[config.mk]
export PLATFORM = sky130hd
export DESIGN_NAME = mem_access_unit
export DESIGN_NICKNAME = d
export VERILOG_FILES = /design/src/rtl/mem_access_unit.sv
export SDC_FILE = /design/constraint.sdc
export NUM_CORES = 1
export LEC_CHECK = 0
export ABC_AREA = 1
export BUFFER_PORTS_ARGS = -buffer_cell sky130_fd_sc_hd__buf_2
export CAP_MARGIN = 20
export CORE_MARGIN = 5
export CORE_UTILIZATION = 51
export DETAILED_ROUTE_END_ITERATION = 8
export GPL_ROUTABILITY_DRIVEN = 0
export PLACE_DENSITY_LB_ADDON = 0.05
export SYNTH_ARGS = -nofsm -noshare
export SYNTH_HDL_FRONTEND = slang
export SYNTH_SLANG_ARGS = --single-unit
[constraint.sdc]
create_clock -name clk -period 3.22 [get_ports clk]
set_input_delay 0.644 -clock clk [delete_from_list [all_inputs] [get_ports clk]]
set_output_delay 0.644 -clock clk [all_outputs]
set_load 0.05 [all_outputs]
[src/rtl/mem_access_unit.sv]
// mem_access_unit: CPU load/store unit for a word-wide data memory, with alignment and access faults.
// Byte/half accesses need MEM_ACCESS_SUBWORD_EN; without it they fault as misaligned.
module mem_access_unit #(
    parameter logic [31:0] FAULT_RDATA = 32'h0000_0000
) (
    input  logic        clk,
    input  logic        reset_n,
    input  logic        req,
    input  logic        we,
    input  logic [1:0]  size,
    input  logic        sign_ext,
    input  logic [31:0] addr,
    input  logic [31:0] wdata,
    output logic        ready,
    output logic        done,
    output logic        fault,
    output logic [31:0] rdata,
    output logic        mem_rd,
    output logic        mem_wr,
    output logic [31:0] mem_addr,
    output logic [31:0] mem_wdata,
    input  logic [31:0] mem_rdata,
    input  logic        mem_accessable
);
    typedef enum logic [1:0] {IDLE, READ, WRITE, DONE} state_t;
    state_t state, state_nxt;
    logic l_we, l_sext, fault_q, misaligned;
    logic [1:0] l_size;
    logic [31:0] l_addr, wbuf, load_val, merged;
`ifdef MEM_ACCESS_SUBWORD_EN
    logic [7:0] lane_b;
    logic [15:0] lane_h;
    assign misaligned = (size == 2'b11) || (size == 2'b01 && addr[0]) || (size == 2'b10 && addr[1:0] != 2'b00);
    assign lane_b = mem_rdata[{l_addr[1:0], 3'b000} +: 8];
    assign lane_h = mem_rdata[{l_addr[1], 4'b0000} +: 16];
    assign load_val = (l_size == 2'b00) ? {{24{l_sext & lane_b[7]}}, lane_b} :
                      (l_size == 2'b01) ? {{16{l_sext & lane_h[15]}}, lane_h} : mem_rdata;
    // wbuf still holds the raw store data while in READ, so it supplies the new lane
    always_comb begin
        merged = mem_rdata;
        if (l_size == 2'b00)
            merged[{l_addr[1:0], 3'b000} +: 8] = wbuf[7:0];
        else if (l_size == 2'b01)
            merged[{l_addr[1], 4'b0000} +: 16] = wbuf[15:0];
    end
`else
    logic unused;
    assign misaligned = (size != 2'b10) || (addr[1:0] != 2'b00);
    assign load_val = mem_rdata;
    assign merged = mem_rdata;
    assign unused = ^{l_sext, l_size, l_addr[1:0]};
`endif

    assign ready = (state == IDLE);
    assign done = (state == DONE);
    assign fault = done && fault_q;
    assign mem_rd = (state == READ);
    assign mem_wr = (state == WRITE);
    assign mem_addr = (mem_rd || mem_wr) ? {l_addr[31:2], 2'b00} : 32'h0;
    assign mem_wdata = mem_wr ? wbuf : 32'h0;

    always_ff @(posedge clk or negedge reset_n) begin
        if (!reset_n)
            state <= IDLE;
        else
            state <= state_nxt;
    end

    always_comb begin
        state_nxt = state;
        case (state)
            IDLE:    if (req) state_nxt = misaligned ? DONE : (we && size == 2'b10) ? WRITE : READ;
            READ:    state_nxt = (!mem_accessable || !l_we) ? DONE : WRITE;
            WRITE:   state_nxt = DONE;
            default: state_nxt = IDLE;
        endcase
    end

    always_ff @(posedge clk or negedge reset_n) begin
        if (!reset_n) begin
            l_we <= 1'b0;
            l_sext <= 1'b0;
            l_size <= 2'b00;
            l_addr <= 32'h0;
            wbuf <= 32'h0;
            rdata <= 32'h0;
            fault_q <= 1'b0;
        end else begin
            if (state == IDLE && req) begin
                l_we <= we;
                l_sext <= sign_ext;
                l_size <= size;
                l_addr <= addr;
                wbuf <= wdata;
                fault_q <= misaligned;
                if (misaligned && !we)
                    rdata <= FAULT_RDATA;
            end
            if (state == READ) begin
                fault_q <= !mem_accessable;
                if (!l_we)
                    rdata <= mem_accessable ? load_val : FAULT_RDATA;
                else
                    wbuf <= merged;
            end
            if (state == WRITE)
                fault_q <= !mem_accessable;
        end
    end
endmodule
# == Word-level counts from Yosys, hierarchy flattened ==
# Cells that the tools add are included.
# classes
div_mod_pow,0
n_shift,0
n_mul,0
n_reduce_logical,13
muxes,18
magnitude_cmp,0
bitwise,0
n_addsub,0
eq_ne,6
# op_table
cell,count
$mux W32,10
$eq A2 B2 Y1 const B,3
$mux W2,3
$pmux W2 S3,1
$logic_and A1 B1 Y1,4
$mux W1,4
$ne A2 B2 Y1 const B,2
$logic_not A1 Y1,3
$logic_or A1 B1 Y1,3
$reduce_bool A3 Y1,1
$eq A2 B1 Y1 const B,1
$logic_not A2 Y1,1
$reduce_bool A2 Y1,1
# totals
in_bits,104
mem_bits_rw,0
word_cells,43
n_memories,0
rom_bits,0
register_bits,100
output_inout_bits,101
latchBits,0

# == Depth between registers and ports, before layout ==
# logic_depth
word_depth,7
depth_mapped,8
ltp_nobuf,7

# == Worst setup path after synthesis ==
# OpenSTA, ideal clock, no wires.
# synth_path
path_type,register to output
from,register state[0]
to,output mem_wdata[10]
n_path_buf,2
slack_ns,0.732
arrival_time_ns,1.844
path_stages_with_launch,7
required_time_ns,2.576
cell_sequence,dfrtp_1 -> inv_1 -> ha_1 -> buf_2 -> clkbuf_1 -> nand2_1 -> inv_1
# synth_via
elab_chain_len,2
# synth_rtl
item,line_no,text
from (decl),26,"state_t state, state_nxt;"
from (signal assigned),66,state <= state_nxt;
$eq A2 B2 Y1,58,assign mem_wr = (state == WRITE);
named net mem_wr,19,"output logic mem_wr,"
$mux W32,60,assign mem_wdata = mem_wr ? wbuf : 32'h0;
to (decl),21,"output logic [31:0] mem_wdata,"
# The timed path passes the listed nets, and every way through them passes these cells.

# == Worst setup path after layout ==
# layout_path
from,register state[0]
to,output mem_addr[16]
# layout_via
elab_chain_len,3
elab_cells_between_ends,4
classes_between,eq/ne (2); mux (1); reduce/logical (1)
# layout_rtl
item,line_no,text
$eq A2 B1 Y1 or $eq A2 B2 Y1 (tied branches),"57, 58",
$logic_or A1 B1 Y1 (*),59,"assign mem_addr = (mem_rd || mem_wr) ? {l_addr[31:2], 2'b00} : 32'h0;"
$mux W32 (*),59,
to (decl),20,"output logic [31:0] mem_addr,"
# Every way passes the cells marked *; elsewhere a longest branch is shown, timed or not.

==> results.md <==
- Status: complete, no violations
- Leak: 3.87 nW
- IO Count: 205
- Max-Cap Viols: 0
- Total number of vias: 4488
- CP Data Required Time: 2580 ps
- Largest net degree at the start of global routing: 56
- Crit path from: state[0]
- Final wirelength: 12.7 mm
- Synthesized area: 4720 µm²
- Vias in the first global route: 4309
- Final slew viol count: 0
- Final Hold Fails: 0
- Reg-to-Reg End: rdata[18]
- R2R setup slack: 1170 ps
- DRC Markers: 0
- Post-cts resize count: 0
- Post-Place Cells: 907
- Max clock buf depth: 2
- Port bufs: 201
- RSZ-0062 raised after global routing: false
- Share of layout cells above drive strength 1: 29.1%
- Synthesis-to-finish area growth: 25.8%
- Internal power: 3.37 mW
- Comb pwr share: 61.3%
- Pwr dens: 1300 nW/µm²
- Setup crit end kind: output pin
- Average cell area after synthesis: 7.60 µm²
- Crit Path Class: reg -> out
- Clock skew: 12.0 ps
- Die W: 106 µm
- Setup_tns: 0 ps
- # rows: 35
- Antenna viol nets, final: 0
- Drt wl/cell: 13.8 µm
- #FFs+latches synth: 98
- Total power draw: 7.70 mW
- Highest clock rate: 0.354 GHz
- GRT Overall Usage: 23.2%
- Max_slew headroom: 48.7%
- Clock share of power: 10.9%
- Global route total overflow: 0
- Antenna violations before repair: 1
- TritonCTS buffer count: 9
- CTS root buffer: clkbuf_8
- Period utilisation layout: 87.8%
- Worst-margin pin slew: 767 ps
- Syn Inst Count: 621
- Initial core utilization: 51.6%
- Vias per cell: 4.87
- # Post-CTS Setup Buffers: 0
- Min Tclk post-route: 2830 ps
- Seq pwr share: 27.8%
- WP data arrival: 2180 ps
- Cell Count, Final, Fillers Out: 921
- H-tree depth: 3
- Sw Share: 56.3%
- CP Max Fanout: 16
- Reg2Reg Launch Point: state[0]
- Worst vdd ir: 0.903 mV
- Type of element launching the critical path: register
- Library cells used by synthesis: 20
- Reg clk slew, reported paths: 90 ps
- Worst path max stage delay: 630 ps
- Overall die height: 106 µm
- Final #Nets: 915
- Core Area: 9150 µm²
- Endpoints failing setup: 0
- CP cell instances: inv_1 -> ha_1 -> buf_4 -> nand2_1 -> inv_1 -> buf_2
- Switching pwr: 4.33 mW
- Clock latency on the worst-skew pair: 360 ps
- Critical Path Slowest Stage Cell: ha_1
- Sequential area share after synthesis: 51.9%
- Detail Placement HPWL: 9.17 mm
- Clock sink count: 98
- CP most frequent cell: inv_1
- Pre-antenna DRT Iters: 4
- Antenna Cells: 0
- Hold crit path type: in -> async
- Initial DRC count: 207
- First-pass GRT wire length: 21.0 mm
- Post-cts hold buffer count: 0
- Number of synthesis warnings: 0
- Die ar.: 11300 µm²
- TritonCTS clock tree: yes
- R2R cell count: 7
==> through the flow <==
| stage | worst slack (ps) | hold slack, ps | utilization (%) | cell area, µm² |
|---|---|---|---|---|
| detailed placement | 800 | 465 | 62.6 | 5730 |
| global placement | 847 | 462 | 62.6 | 5730 |
| global route | 247 | 359 | 64.9 | 5940 |
| CTS | 388 | 332 | 64.9 | 5940 |
| finish | 393 | 304 | 64.9 | 5940 |
| floorplan | 732 | 348 | - | 4730 |
==> area by class of cell <==
cell class	count	area, µm²
clock buffers	9	124
clock inverters	5	81.3
fillers	850	3210
inverters	72	272
multi-input cells	415	1770
flip-flops and latches	98	2450
well taps	111	139
repair buffers	211	1100
==> cell usage in the layout, fill, tap and decap left out, drive strengths merged <==
cell type and count:
bufinv 2, ha 4, clkbuf 9, o211ai 1, clkinvlp 1, a31oi 32
nor2 39, dfrtp 98, conb 2, a21oi 2, nand3 36, nand2 299
inv 71, buf 211, clkinv 3
==> sequential cells by signal (all words and copies together), names as in the netlist <==
signal and cells:
l_we 1, wbuf 32, state 2, rdata 32, fault_q 1, l_addr 30
==> synth_stat cells <==
cell type	number	area share [%]
nand2_2	3	0.40
a21oi_1	2	0.21
nand2_4	1	0.24
nor2_4	2	0.48
a31oi_1	32	4.2
ha_1	4	1.1
nor2_1	37	2.9
nand3_1	32	3.4
nand3_2	4	0.85
clkinv_2	1	0.11
buf_6	5	1.2
nand2_1	295	23
inv_1	71	5.6
conb_1	1	0.079
buf_1	1	0.079
dfrtp_1	98	52
o211ai_1	1	0.16
clkbuf_1	8	0.64
buf_2	14	1.5
buf_4	9	1.4
==> worst max-delay path by stage <==
| stage | endpoint | slack [ps] | depth (start not counted) |
|---|---|---|---|
| after CTS | mem_addr[16] | 390 | 6 |
| after global placement | mem_addr[12] | 850 | 6 |
| after floorplan | mem_wdata[10] | 730 | 6 |
| after global routing | mem_addr[15] | 250 | 6 |
| after detailed placement | mem_addr[16] | 800 | 6 |
| final | mem_addr[16] | 390 | 6 |
==> layer usage <==
| metal | up-vias | GRT usage, % | part of all wire, % |
|---|---|---|---|
| li1 | 2241 | - | - |
| met1 | 2058 | 29.8 | 42 |
| met2 | 170 | 38.5 | 47 |
| met3 | 17 | 5.46 | 8.5 |
| met4 | 2 | 7.77 | 1.7 |
| met5 | - | 0 | 0.087 |
==> power by group through the flow <==
stage	Sequential (mW)	Combinational (mW)	Clock [mW]
after floorplan	2.72	3.10	0
after detailed placement	2.16	4.76	0
after global placement	2.14	4.69	0
final	2.14	4.72	0.843
after CTS	2.14	4.77	0.866
after global routing	2.21	5.12	0.913
==> critical path: cells and delay by family (launching register included) <==
| kind | cells | cell delay, ps |
|---|---|---|
| simple gates | 1 | 80 |
| flops | 1 | 420 |
| fa+ha+maj | 1 | 630 |
| buf+inv | 4 | 700 |
==> cell families (layout without fill, tap and decap cells) <==
group	Yosys count	after routing	share of synthesized area, %
flip-flops	98	98	51.9
other	1	2	0.0794
adder cells (fa/ha/maj)	4	4	1.06
AND/OR/NAND/NOR	374	374	31.7
AO/OA/AOI/OAI	35	35	4.61
buffers and inverters	109	297	10.6
No activity file was read; power rests on OpenSTA's default activity.
